## src/rtl/layer_sequencer.sv

```systemverilog
// layer_sequencer: walks the neural datapath through a multi-layer network,
// one instruction-RAM descriptor per layer, ping-ponging neuron RAM regions.
module layer_sequencer #(
    parameter int unsigned ADDR_W       = 8,
    parameter int unsigned LAYER_W      = 3,
    parameter int unsigned NEURO_BASE_A = 0,
    parameter int unsigned NEURO_BASE_B = 10,
    parameter int unsigned TIMEOUT_W    = 12
) (
    input  logic               clk,
    input  logic               reset,
    input  logic               start,
    input  logic               abort,
    input  logic [LAYER_W-1:0] num_layers,
    output logic [LAYER_W-1:0] instr_addr,
    input  logic [15:0]        instr_data,
    output logic               ag_reset,
    output logic               ag_read,
    output logic [7:0]         ag_nk,
    input  logic               ag_finished,
    output logic [ADDR_W-1:0]  read_weight_base,
    output logic [ADDR_W-1:0]  read_neuro_base,
    output logic [ADDR_W-1:0]  write_neuro_base,
    output logic               mac_clear,
    output logic               busy,
    output logic               done,
    output logic               error
);

    localparam int unsigned CNT_W  = 8;
    localparam int unsigned PROD_W = 2 * CNT_W;
    localparam logic [ADDR_W-1:0] BASE_A = ADDR_W'(NEURO_BASE_A);
    localparam logic [ADDR_W-1:0] BASE_B = ADDR_W'(NEURO_BASE_B);

    typedef enum logic [2:0] {
        S_IDLE,
        S_FETCH,
        S_PRIME,
        S_RUN,
        S_NEXT,
        S_DONE,
        S_ERROR
    } state_e;

    state_e               state_q, state_d;
    logic [LAYER_W-1:0]   layer_q, layer_d;
    logic [LAYER_W-1:0]   nlayers_q, nlayers_d;
    logic [CNT_W-1:0]     n_in_q, n_in_d;
    logic [CNT_W-1:0]     n_out_q, n_out_d;
    logic [ADDR_W-1:0]    wbase_q, wbase_d;
    logic [ADDR_W-1:0]    rbase_q, rbase_d;
    logic [ADDR_W-1:0]    wrbase_q, wrbase_d;
    logic [TIMEOUT_W-1:0] wd_q, wd_d;
    logic                 prime_q, prime_d;
    logic                 busy_q, busy_d;
    logic                 done_q, done_d;
    logic                 error_q, error_d;
    logic                 ag_reset_q, ag_reset_d;
    logic                 ag_read_q, ag_read_d;
    logic                 mac_clear_q, mac_clear_d;
    logic [PROD_W-1:0]    layer_prod;

    // Weight words consumed by the current layer.
    assign layer_prod = PROD_W'(n_in_q) * PROD_W'(n_out_q);

    // Next-state, datapath updates and registered-output decode.
    always_comb begin
        state_d     = state_q;
        layer_d     = layer_q;
        nlayers_d   = nlayers_q;
        n_in_d      = n_in_q;
        n_out_d     = n_out_q;
        wbase_d     = wbase_q;
        rbase_d     = rbase_q;
        wrbase_d    = wrbase_q;
        wd_d        = wd_q;
        prime_d     = prime_q;
        busy_d      = 1'b0;
        done_d      = 1'b0;
        error_d     = 1'b0;
        ag_reset_d  = 1'b0;
        ag_read_d   = 1'b0;
        mac_clear_d = 1'b0;

        if (abort) begin
            state_d = S_IDLE;
        end else begin
            unique case (state_q)
                S_IDLE, S_ERROR: state_d = state_q;
                S_FETCH: begin
                    n_in_d  = instr_data[15:8];
                    n_out_d = instr_data[7:0];
                    prime_d = 1'b0;
                    if ((instr_data[15:8] == '0) || (instr_data[7:0] == '0)) begin
                        state_d = S_NEXT;
                    end else begin
                        state_d = S_PRIME;
                    end
                end
                S_PRIME: begin
                    wd_d    = '0;
                    prime_d = 1'b1;
                    if (prime_q) begin
                        state_d = S_RUN;
                    end
                end
                S_RUN: begin
                    wd_d = wd_q + TIMEOUT_W'(1);
                    if (ag_finished) begin
                        state_d = S_NEXT;
                    end else if (&wd_d) begin
                        state_d = S_ERROR;
                    end
                end
                S_NEXT: begin
                    wbase_d  = wbase_q + ADDR_W'(layer_prod);
                    rbase_d  = wrbase_q;
                    wrbase_d = rbase_q;
                    if (layer_q == (nlayers_q - LAYER_W'(1))) begin
                        state_d = S_DONE;
                    end else begin
                        layer_d = layer_q + LAYER_W'(1);
                        state_d = S_FETCH;
                    end
                end
                S_DONE:  state_d = S_IDLE;
                default: state_d = S_IDLE;
            endcase

            // A start is only honoured while no network is in flight.
            if (start && (state_q inside {S_IDLE, S_DONE, S_ERROR})) begin
                nlayers_d = num_layers;
                if (num_layers == '0) begin
                    state_d = S_DONE;
                end else begin
                    state_d  = S_FETCH;
                    layer_d  = '0;
                    wbase_d  = '0;
                    rbase_d  = BASE_A;
                    wrbase_d = BASE_B;
                end
            end
        end

        busy_d      = state_d inside {S_FETCH, S_PRIME, S_RUN, S_NEXT};
        done_d      = (state_d == S_DONE);
        error_d     = (state_d == S_ERROR);
        ag_read_d   = (state_d == S_PRIME);
        mac_clear_d = (state_d == S_PRIME);
        ag_reset_d  = abort || (state_d inside {S_FETCH, S_ERROR});
    end

    // State, datapath and output registers.
    always_ff @(posedge clk or negedge reset) begin
        if (!reset) begin
            state_q     <= S_IDLE;
            layer_q     <= '0;
            nlayers_q   <= '0;
            n_in_q      <= '0;
            n_out_q     <= '0;
            wbase_q     <= '0;
            rbase_q     <= BASE_A;
            wrbase_q    <= BASE_B;
            wd_q        <= '0;
            prime_q     <= 1'b0;
            busy_q      <= 1'b0;
            done_q      <= 1'b0;
            error_q     <= 1'b0;
            ag_reset_q  <= 1'b0;
            ag_read_q   <= 1'b0;
            mac_clear_q <= 1'b0;
        end else begin
            state_q     <= state_d;
            layer_q     <= layer_d;
            nlayers_q   <= nlayers_d;
            n_in_q      <= n_in_d;
            n_out_q     <= n_out_d;
            wbase_q     <= wbase_d;
            rbase_q     <= rbase_d;
            wrbase_q    <= wrbase_d;
            wd_q        <= wd_d;
            prime_q     <= prime_d;
            busy_q      <= busy_d;
            done_q      <= done_d;
            error_q     <= error_d;
            ag_reset_q  <= ag_reset_d;
            ag_read_q   <= ag_read_d;
            mac_clear_q <= mac_clear_d;
        end
    end

    assign instr_addr       = layer_q;
    assign ag_nk            = n_out_q;
    assign read_weight_base = wbase_q;
    assign read_neuro_base  = rbase_q;
    assign write_neuro_base = wrbase_q;
    assign busy             = busy_q;
    assign done             = done_q;
    assign error            = error_q;
    assign ag_reset         = ag_reset_q;
    assign ag_read          = ag_read_q;
    assign mac_clear        = mac_clear_q;

endmodule
```

## config.mk

```make
export PLATFORM = sky130hd
export DESIGN_NAME = layer_sequencer
export DESIGN_NICKNAME = d
export VERILOG_FILES = /design/src/rtl/layer_sequencer.sv
export SDC_FILE = /design/constraint.sdc
export NUM_CORES = 1
export LEC_CHECK = 0
export CORE_MARGIN = 2
export CORE_UTILIZATION = 28
export CTS_BUF_LIST = sky130_fd_sc_hd__clkbuf_4 sky130_fd_sc_hd__clkbuf_8
export CTS_CLUSTER_DIAMETER = 50
export DETAILED_ROUTE_END_ITERATION = 10
export GPL_ROUTABILITY_DRIVEN = 0
export PLACE_DENSITY_LB_ADDON = 0.05
export SLEW_MARGIN = 20
export SYNTH_ARGS = -nofsm -noshare
export SYNTH_HDL_FRONTEND = slang
export SYNTH_SLANG_ARGS = --single-unit
```

## constraint.sdc

```tcl
create_clock -name clk -period 3.79 [get_ports clk]
set_input_delay 0.9475 -clock clk [delete_from_list [all_inputs] [get_ports clk]]
set_output_delay 0.9475 -clock clk [all_outputs]
set_load 0.02 [all_outputs]
```

After elaboration in Yosys (flattened, before gate mapping)
Cells that the tools add are included.

Add/subtract/negate cells: 4. $mul: 1. Divide/modulo/power cells: 0. $lt $le $gt $ge: 0. Eq/ne operators: 13. Shift-type cells: 0. Muxes and demuxes: 24. Bitwise logic cells: 1. Reductions and logical operators: 18.

Operators with widths (count): $mux 8 (9); $mux 3 (12); $pmux 12 s2 (1); $eq 3x3->1 const B (6); $logic_not 8->1 (2); $pmux 3 s5 (1); $add 12x1->12 const B (1); $eq 3x2->1 const B (4); $reduce_and 12->1 (1); $add 8x8->8 (1); $mul 8x8->8 (1); $reduce_and 2->1 (4); $eq 3x1->1 const B (2); $logic_not 3->1 (2); $reduce_bool 2->1 (3); $reduce_bool 4->1 (1); $add 3x1->3 const B (1); $eq 3x3->1 (1); $reduce_bool 3->1 (1); $sub 3x1->3 const B (1); $logic_or 1x1->1 (2); $pmux 1 s2 (1); $reduce_or 2->1 (1); $logic_and 1x1->1 (1); $not 1->1 (1).

Bits in registers: 67. Latch bits: 0. Bits in writable memories: 0. Bits in read-only memories: 0. Input bits: 24. Output and inout bits: 41. Logic and storage cells: 76. Memories kept: 0.

Logic depth before layout (Yosys ltp)
Depth in word-level cells: 10. Mapped depth: 18.

Worst setup path after synthesis
OpenSTA, ideal clock, no wires.

Path type: register -> register. Start point: reg n_out_q[1] (netlist: ag_nk[1]). End point: reg wbase_q[7] (netlist: read_weight_base[7]). Arrival: 3.656 ns. Data required time: 3.654 ns. Path slack: -0.002 ns. Stages on the path, launching flop included: 16. Path buffers: 1. Clock period less this slack: 3.792 ns. Cell sequence: dfrtp_1 > clkbuf_1 > nand2_1 > fa_1 > inv_1 > fa_1 > ha_1 > inv_1 > fa_1 > fa_1 > inv_1 > a21o_1 > a21oi_1 > xnor2_1 > xnor2_1 > o21ai_0.

Cells in the longest elaborated chain, start to end: 5.

Ends and longest elaborated chain: start: declaration (RTL line 49) `logic [CNT_W-1:0] n_out_q, n_out_d;`; start signal: assignment (RTL line 177) `n_out_q <= n_out_d;`; $mul 8x8->8 * (RTL line 64) `assign layer_prod = PROD_W'(n_in_q) * PROD_W'(n_out_q);`; $add 8x8->8 * (RTL line 116) `wbase_d = wbase_q + ADDR_W'(layer_prod);`; $mux 8 * (RTL line 88) `unique case (state_q)`; $mux 8 (RTL line 133) `if (num_layers == '0) begin`; $mux 8 * (RTL line 131) `if (start && (state_q inside {S_IDLE, S_DONE, S_ERROR})) begin`; end signal: assignment (RTL line 178) `wbase_q <= wbase_d;`; end: declaration (RTL line 50) `logic [ADDR_W-1:0] wbase_q, wbase_d;`.

Every way passes the cells marked *; elsewhere a longest branch is shown, timed or not. A chain may end at the register's enable or synchronous reset.

Worst setup path in the final report
Start point: reg n_in_q[2]. End point: reg wbase_q[7] (netlist: read_weight_base[7]).

Cells in the longest elaborated chain, start to end: 5.

Ends and longest elaborated chain: start: declaration (RTL line 48) `logic [CNT_W-1:0] n_in_q, n_in_d;`; start signal: assignment (RTL line 176) `n_in_q <= n_in_d;`; $mul 8x8->8 * (RTL line 64); $add 8x8->8 * (RTL line 116); $mux 8 * (RTL line 88); $mux 8 (RTL line 133); $mux 8 * (RTL line 131).

Marks and branches as above.

==> run metrics <==
most common cell after layout, fill and taps aside nand2_1; ys flop type dfrtp_1; die area around 16000 um2; Worst Hold Depth 1; final WL around 11000 um; clk_skew 0.0154 ns; GRT Residual Overflow 0; Yosys top cell area share 38.5%; xor and xnor area share after synthesis under 10%; Remaining DRCs 0; starting DRC count in detailed routing 155; CTS buffer count 9; Layout area overhead 26.4%; Worst-Margin Slew 0.825 ns; final worst slack 0.174 ns; share of layout cells above drive strength 1 about 14%; DRT antenna net count 0; R2R setup slack 0.17 ns; highest clock rate 277 MHz; fin nets 579; Antenna Cells 0; effective utilization at floorplan just under 30%; reg2reg end read_weight_base[7]$_DFFE_PN0N_; hold path startpoint wd_q[11]$_DFFE_PN0P_; critical path class reg2reg; post-route setup TNS 0 ns; P per Cell Area 923 nW/um2; clk_lat worst skew 0.36 ns; Synth Area in Compound Gates 10.8%; first-pass GRT wire length approximately 18000 um; Design Area, Final 5340 um2; CTS max path bufs 2; Clock Pin Slew Worst Setup and Hold Paths ~0.090 ns; CTS tree yes; vias per cell roughly 4.6; DR pass1 iterations 4; Die Y 127 um; Period minus WS final around 3.6 ns; FF+latch count, synth between 60 and 70; status complete, no violations; final hold vios 0; period utilization a little over nine tenths; Lkg Pwr 0.00231 uW; post-synthesis cell count about 440; Worst Path Arrival 3.84 ns; hold worst-path end wd_q[11]$_DFFE_PN0P_; Startpoint Class flip-flop; core area 14600 um2; commonest cells after routing, fill and taps aside nand2_1, clkdlybuf4s50_1, dfrtp_1, inv_1, a21oi_1; vias 3263; Worst R2R Start n_in_q[2]$_DFFE_PN0P_; post-DR wirelength/cell 15.3 um; worst slack, placed 0.0993 ns; die width 127 um; distinct cell type count after synthesis 48; final setup vio count 0; worst IR drop on VDD 0.000518 V; Synth Net Count 506; r2r worst-path depth 11; Yosys top cell by area dfrtp_1; Area after DPL 5100 um2; largest net degree at the start of global routing 41; count of standard-cell rows 44; largest family of logic cells by synthesized area simple AND/OR/NAND/NOR gates; max-slew violation count 0; Root Driver clkbuf_8; area share of and/or/nand/nor cells after synthesis 17.7%; Tot Pwr around 4900 uW; clk sinks 67; dpl hpwl just under 8000 um; Max Fanout on Critical Path 6; number of buffers inserted by hold repair at cts 0; Rel. slew slack 44.8%; CP Capture Type flip-flop; adder-cell area share of the yosys netlist 14.7%; multiplexer area fraction after synthesis 4.77%; Max-cap violations 0; Hold Crit Class reg2reg; H-tree levels 3; Async SR Flop Fraction 100%; initial antenna violation count 0; Ys Warns 0; Seq/Total Area, Yosys about two fifths; Synth Cell Area 4230 um2; syn_area_per_cell 9.54 um2; Req. time, crit path 4.01 ns; Tot GR Track Use 14.3%; top cells by area in the synthesized netlist dfrtp_1, fa_1, nand2_1; Post-synth EDFFs 0; number of port buffers 64; vias in the first global route around 3400; IO Pins 65
[metal layers]
layer  GRT usage, %  up-vias  part of all wire, %
met5              0        -                    0
li1               -     1618                    -
met3           3.12       13                  3.5
met1           19.3     1578                   49
met4           4.52        0                  1.4
met2           23.0       54                   46
[power breakdown]
| group | leakage, uW | internal, uW | switching (uW) | total, uW |
|---|---|---|---|---|
| logic | 0.00135 | 1540 | 1630 | 3170 |
| registers | 0.000871 | 915 | 222 | 1140 |
| clock network | 0.0000962 | 317 | 303 | 619 |
[cells by family after synthesis]
logic type                 count (synthesis)
xor gates and xnor gates                  26
AOI/OAI and AO/OA                         76
and+or+nand+nor                          154
DFF                                       67
adders and majority gates                 39
muxes                                     18
buffers and inverters                     63
[flip-flops by register name, summed over array words and instances (netlist names), 8 cells and up]
signal,flops
write_neuro_base,8
read_neuro_base,8
ag_nk,8
n_in_q,8
read_weight_base,8
wd_q,12
[cells in the mapped netlist, types with 2 or more instances]
master and count:
buf_6 2, inv_1 42, mux2_2 17, nor2b_1 5, nand4_1 5, nor4_1 5
nand2b_1 2, a21o_1 2, nor3b_1 3, and2_1 15, dfrtp_1 65, o31ai_1 6
o22ai_1 3, nand3b_1 5, clkbuf_1 11, nand2_1 81, a31oi_1 2, nand3_1 7
ha_1 21, a21oi_1 28, buf_4 3, nor3_1 4, nor2_1 14, xnor2_1 17
xor2_1 9, o21ai_0 25, and3_4 2, nand4b_1 3, dfstp_2 2, buf_2 2
fa_1 18
[worst max-delay path, cell delays in order, from the launching register on]
cell and delay, ns:
dfrtp_2 0.46, buf_4 0.15, and2_1 0.17, fa_1 0.49, ha_1 0.31, fa_1 0.52
fa_1 0.51, ha_1 0.35, a21oi_2 0.14, xnor2_1 0.15, xnor2_1 0.14, o21ai_0 0.09
[final cells by class]
class	count	area (um2)
fillers	1520	9300
multi-input cells	313	2280
flip-flops and latches	67	1690
repair buffers	83	791
well taps	184	230
inverters	42	158
clock buffers	11	139
clock inverters	5	55.1
[metrics by stage]
stage               hold WS, ns  utilization, %  cells
detailed placement        0.484            34.8    685
CTS                       0.501            36.2    701
global placement          0.486            34.8    685
finish                    0.499            36.5    705
global route              0.529            36.5    705
floorplan                 0.445               -    443
[how the worst max path moves through the flow]
stage	start	end	slack (ns)	cells after the start
after floorplan	ag_nk[0]$_DFFE_PN0P_	read_weight_base[7]$_DFFE_PN0N_	0.02	15
after global placement	ag_nk[1]$_DFFE_PN0P_	read_weight_base[7]$_DFFE_PN0N_	0.13	14
after detailed placement	ag_nk[0]$_DFFE_PN0P_	read_weight_base[7]$_DFFE_PN0N_	0.1	14
after CTS	n_in_q[3]$_DFFE_PN0P_	read_weight_base[7]$_DFFE_PN0N_	0.06	14
after global routing	ag_nk[0]$_DFFE_PN0P_	read_weight_base[7]$_DFFE_PN0N_	-0.004	17
final	n_in_q[2]$_DFFE_PN0P_	read_weight_base[7]$_DFFE_PN0N_	0.17	11
[timing repair]
action                                  in CTS  in global routing
resized for setup                            0                  8
setup buffers                                0                  4
endpoints found under the setup margin       0                  2
No activity file was read; power rests on OpenSTA's default activity.
